File: config.mk
export PLATFORM = sky130hd
export DESIGN_NAME = rf_phoenix_scoreboard
export DESIGN_NICKNAME = d
export VERILOG_FILES = /design/src/rtl/rf_phoenix_scoreboard.sv
export SDC_FILE = /design/constraint.sdc
export NUM_CORES = 1
export LEC_CHECK = 0
export CAP_MARGIN = 30
export CORE_AREA = 10 10 215 217
export CTS_CLUSTER_DIAMETER = 120
export CTS_CLUSTER_SIZE = 25
export DETAILED_ROUTE_END_ITERATION = 6
export DIE_AREA = 0 0 225 227
export DONT_BUFFER_PORTS = 1
export MAX_ROUTING_LAYER = met4
export SYNTH_ARGS = -nofsm -noshare
export SYNTH_HDL_FRONTEND = slang
export SYNTH_SLANG_ARGS = --single-unit
File: constraint.sdc
create_clock -name clk_i -period 6.5 [get_ports clk_i]
set_input_delay 1.625 -clock clk_i [delete_from_list [all_inputs] [get_ports clk_i]]
set_output_delay 1.625 -clock clk_i [all_outputs]
set_load 0.05 [all_outputs]
File: src/rtl/rf_phoenix_scoreboard.sv
// rf_phoenix_scoreboard: issue interlock for rfPhoenix multicycle register writes (scalar and vector files).
// Define RFPHOENIX_SB_WB_BYPASS_EN to let a same-cycle writeback release a stall (0-cycle wb-to-issue).
module rf_phoenix_scoreboard #(
  parameter int NREGS   = 64,
  parameter int MAX_OUT = 8,
  localparam int RW     = $clog2(NREGS),
  localparam int CW     = $clog2(MAX_OUT + 1)
) (
  input  logic          clk_i,
  input  logic          rst_i,
  input  logic          dec_v_i,
  input  logic [RW-1:0] ra_i,
  input  logic [RW-1:0] rb_i,
  input  logic [RW-1:0] rc_i,
  input  logic          ta_i,
  input  logic          tb_i,
  input  logic          tc_i,
  input  logic          rc_used_i,
  input  logic [RW-1:0] rt_i,
  input  logic          tt_i,
  input  logic          rfwr_i,
  input  logic          vrfwr_i,
  input  logic          multicycle_i,
  input  logic          store_i,
  input  logic          flush_i,
  output logic          dec_rdy_o,
  output logic          issue_o,
  input  logic          wb_v_i,
  input  logic [RW-1:0] wb_rt_i,
  input  logic          wb_tt_i,
  output logic          busy_o,
  output logic [CW-1:0] outstanding_o
);

  localparam logic [CW-1:0] CNT_MAX = CW'(MAX_OUT);

  logic [NREGS-1:0] spend_q, vpend_q;
  logic [NREGS-1:0] spend_eff, vpend_eff;
  logic [NREGS-1:0] spend_n, vpend_n;
  logic [CW-1:0]    cnt_q, cnt_n;
  logic             wr_any, src_haz, dst_haz, cap_full;
  logic             set_s, set_v, cnt_dec;

  // Scalar r0 is hardwired, so it can never be pending.
  function automatic logic pend(input logic [RW-1:0] r, input logic t,
                                input logic [NREGS-1:0] sp, input logic [NREGS-1:0] vp);
    return t ? vp[r] : (sp[r] && (r != '0));
  endfunction

  always_comb begin
    spend_eff = spend_q;
    vpend_eff = vpend_q;
`ifdef RFPHOENIX_SB_WB_BYPASS_EN
    if (wb_v_i) begin
      if (wb_tt_i) vpend_eff[wb_rt_i] = 1'b0;
      else         spend_eff[wb_rt_i] = 1'b0;
    end
`endif
  end

  assign wr_any = rfwr_i | vrfwr_i;

  assign src_haz = pend(ra_i, ta_i, spend_eff, vpend_eff)
                 | pend(rb_i, tb_i, spend_eff, vpend_eff)
                 | (rc_used_i && pend(rc_i, tc_i, spend_eff, vpend_eff))
                 | (store_i   && pend(rt_i, tt_i, spend_eff, vpend_eff));

  assign dst_haz = wr_any && pend(rt_i, tt_i, spend_eff, vpend_eff);

`ifdef RFPHOENIX_SB_WB_BYPASS_EN
  assign cap_full = multicycle_i && wr_any && (cnt_q == CNT_MAX) && !wb_v_i;
`else
  assign cap_full = multicycle_i && wr_any && (cnt_q == CNT_MAX);
`endif

  assign dec_rdy_o = !src_haz && !dst_haz && !cap_full;
  assign issue_o   = dec_v_i && dec_rdy_o && !flush_i;

  assign set_s   = issue_o && multicycle_i && rfwr_i && (rt_i != '0);
  assign set_v   = issue_o && multicycle_i && vrfwr_i;
  assign cnt_dec = wb_v_i && (cnt_q != '0);

  // Clear first, then set: a new producer issued in the wb cycle owns the register.
  always_comb begin
    spend_n = spend_q;
    vpend_n = vpend_q;
    if (wb_v_i) begin
      if (wb_tt_i) vpend_n[wb_rt_i] = 1'b0;
      else         spend_n[wb_rt_i] = 1'b0;
    end
    if (set_s) spend_n[rt_i] = 1'b1;
    if (set_v) vpend_n[rt_i] = 1'b1;
    spend_n[0] = 1'b0;
  end

  assign cnt_n = cnt_q + CW'(set_s) + CW'(set_v) - CW'(cnt_dec);

  always_ff @(posedge clk_i) begin
    if (rst_i) begin
      spend_q <= '0;
      vpend_q <= '0;
      cnt_q   <= '0;
    end else begin
      spend_q <= spend_n;
      vpend_q <= vpend_n;
      cnt_q   <= cnt_n;
    end
  end

  assign busy_o        = (cnt_q != '0);
  assign outstanding_o = cnt_q;

endmodule

==> metrics.yaml <==
nNetsFinal: 1102
dr_total_vias: 10200
numCtsBuffers: 17
grt_pass1_wl_um: 67600
dp_cells: 1569
finalCritPeriodShare_pct: 96.6
finalSetupTns_ns: 0
initial_core_util_pct: 24.7
synth_cells: 1116
finalInstanceArea_um2: 11300
r2r_start: "outstanding_o[2]$_SDFF_PP0_"
dieArea_um2: 51100
ys_ff_latch: 131
cts_tree: "yes"
antenna_found_initial: 3
ys_warn_count: 0
dp_hpwl_um: 32400
routed_via_density: 6.35
core_um2: 41800
startpoint: "rt_i[1]"
ant_nets: 0
synth_ff_type: "dfxtp_1"
cts-root-buf: "clkbuf_16"
dpl_cell_area_um2: 10700
rsz0062_at_grt: "false"
post_cts_buffers: 0
cts_max_level: 4
crit_type: "in -> out"
track_usage_pct: 18.3
netlist.area_leader.share_pct: 25.4
final_common_cell: "nor2b_1"
asyncSetResetFlopFracSynth_pct: 0
final_cell_mix: "nor2b_1 (153), o21ai_0 (143), dfxtp_1 (131)"
ys_top_cells_by_area: "dfxtp_1 (25%), mux4_2 (19%), nor2b_1 (9.3%), o31ai_1 (7.3%), o21ai_0 (6.9%)"
fin_skew_ns: 0.0106
synth.largest_area_cell: "dfxtp_1"
slew_headroom_pct: 30.6
synth_cell_types: 69
route.detailed.drc: 0
min-delay-start: "spend_eff[32]$_SDFF_PP0_"
p_leak_nw: 3.59
required_ns: 4.88
hold_viol_final: 0
vdd_drop_max_v: 0.000247
gp_congestion: 1.03
min_period_ns: 6.28
max_freq_ghz: 0.159
syn-num-nets: 1168
ys_seq_area_share_pct: 25.4
fin_cells: 1604
ioPinCount: 52
fin_util_pct: 27.0
drive_gt1_share_pct: 15.1
cts_resized: 0
syn2layout_area_growth_pct: 9.30
grt_pass1_vias: 9577
grt_start_max_net_pins: 136
worstMarginPinSlew_ns: 1.04
wl_per_cell_um: 28.8
worstPathMaxFanout: 29
die_h_um: 227
clkSinkCount: 131
status: "complete, no violations"
pre_cts_ws_ns: 0.311
layout_setup_ws_ns: 0.221
hp-class: "reg -> reg"
critical_path_arrival_ns: 4.65
powerDensity_nw_per_um2: 193
postCtsHoldBufs: 0
wl_um: 46300
drt_first_pass_iters: 6
drtIter0Drc: 1711
setup_viol: 0
row_count: 75
slew_violations: 0
ctsLongestPathBuffers: 2
worstSetupEndpointType: "primary output"
cap_violations: 0
synth.avg_cell_area_um2: 9.25
syn_area_um2: 10300
insertion_delay_ns: 0.44
synth_edf_count: 0
grt-ovfl-total: 0
die_x_um: 225
start_kind: "input port"
clk_pin_slew_ns: 0.06
port_buffers: 0
[final timing paths]
kind / slack (ns) / depth (start not counted) / endpoint
setup / recovery: 0.22 / 9 / issue_o
hold / removal: 0.65 / 3 / spend_eff[32]$_SDFF_PP0_
setup reg to reg: 2.00 / 14 / outstanding_o[1]$_SDFF_PP0_
hold reg to reg: 0.65 / 3 / spend_eff[32]$_SDFF_PP0_
[cell usage after synthesis (all sizes together), types with 4 or more instances]
cell and n:
nor2b 153, nand3 26, o22a 5, and2 9, and3b 6, mux2i 30, a311oi 5, dfxtp 131
nand4 10, a221o 7, o221ai 5, a21oi 13, nor2 30, nand3b 7, a211oi 5, a22oi 25
clkbuf 62, nor3 6, ha 5, o31ai 104, buf 40, o21ai 144, a41o 8, mux2 15
nand2b 6, a221oi 30, nor4 4, mux4 92, inv 16, nand2 65, nor3b 10
[through the flow]
stage / total power [mW] / hold WS, ns
2_1_floorplan: 1.15 / 0.591
3_3_place_gp: 1.18 / 0.616
3_5_place_dp: 1.19 / 0.635
4_1_cts: 2.18 / 0.646
5_1_grt: 2.24 / 0.669
6_report: 2.17 / 0.650
[cells by family (layout without fill, tap and decap cells)]
| kind of cell | count (synthesis) | in the layout | share of synthesized area, % |
|---|---|---|---|
| flip-flops | 131 | 131 | 25.4 |
| XOR/XNOR | 2 | 2 | 0.170 |
| other | 0 | 2 | 0 |
| AO/OA/AOI/OAI | 377 | 377 | 24.9 |
| multiplexers | 137 | 137 | 24.8 |
| adder cells (fa/ha/maj) | 7 | 7 | 0.994 |
| AND/OR/NAND/NOR | 342 | 342 | 18.5 |
| buffers and inverters | 120 | 67 | 5.25 |
[registers in the layout (all words and copies together), names as in the netlist]
signal and flops:
outstanding_o 4, spend_eff 63, vpend_eff 64
[layer usage]
layer	track usage, %	routed length, um	part of all wire (%)
met1	23.0	18300	40
met2	26.0	19700	42
met3	6.56	6300	14
met4	8.05	2010	4.3
met5	-	0	0
[where the power goes]
part | total [mW] | switching (mW) | internal (mW)
clock | 0.996 | 0.417 | 0.579
sequential | 0.861 | 0.0464 | 0.814
combinational | 0.317 | 0.206 | 0.112
total | 2.17 | 0.669 | 1.50
[layout make-up]
| cell class | count | area, um^2 |
|---|---|---|
| antenna | 2 | 5.00 |
| clock buffer | 18 | 439 |
| clock inverter | 14 | 153 |
| fill | 4334 | 30500 |
| inverter | 18 | 70.1 |
| multi-input combinational | 865 | 7160 |
| sequential | 131 | 2620 |
| tap | 539 | 674 |
| timing repair buffer | 17 | 155 |
[critical path, cell delays in order]
cell and delay (ns):
and2_1 0.39, a221o_1 0.44, a221oi_1 0.33, o32ai_1 0.16, o41a_1 0.35, a211oi_2 0.41
nand2_1 0.44, nor3b_2 0.26, buf_4 0.22
(Power assumes the default switching activity.)
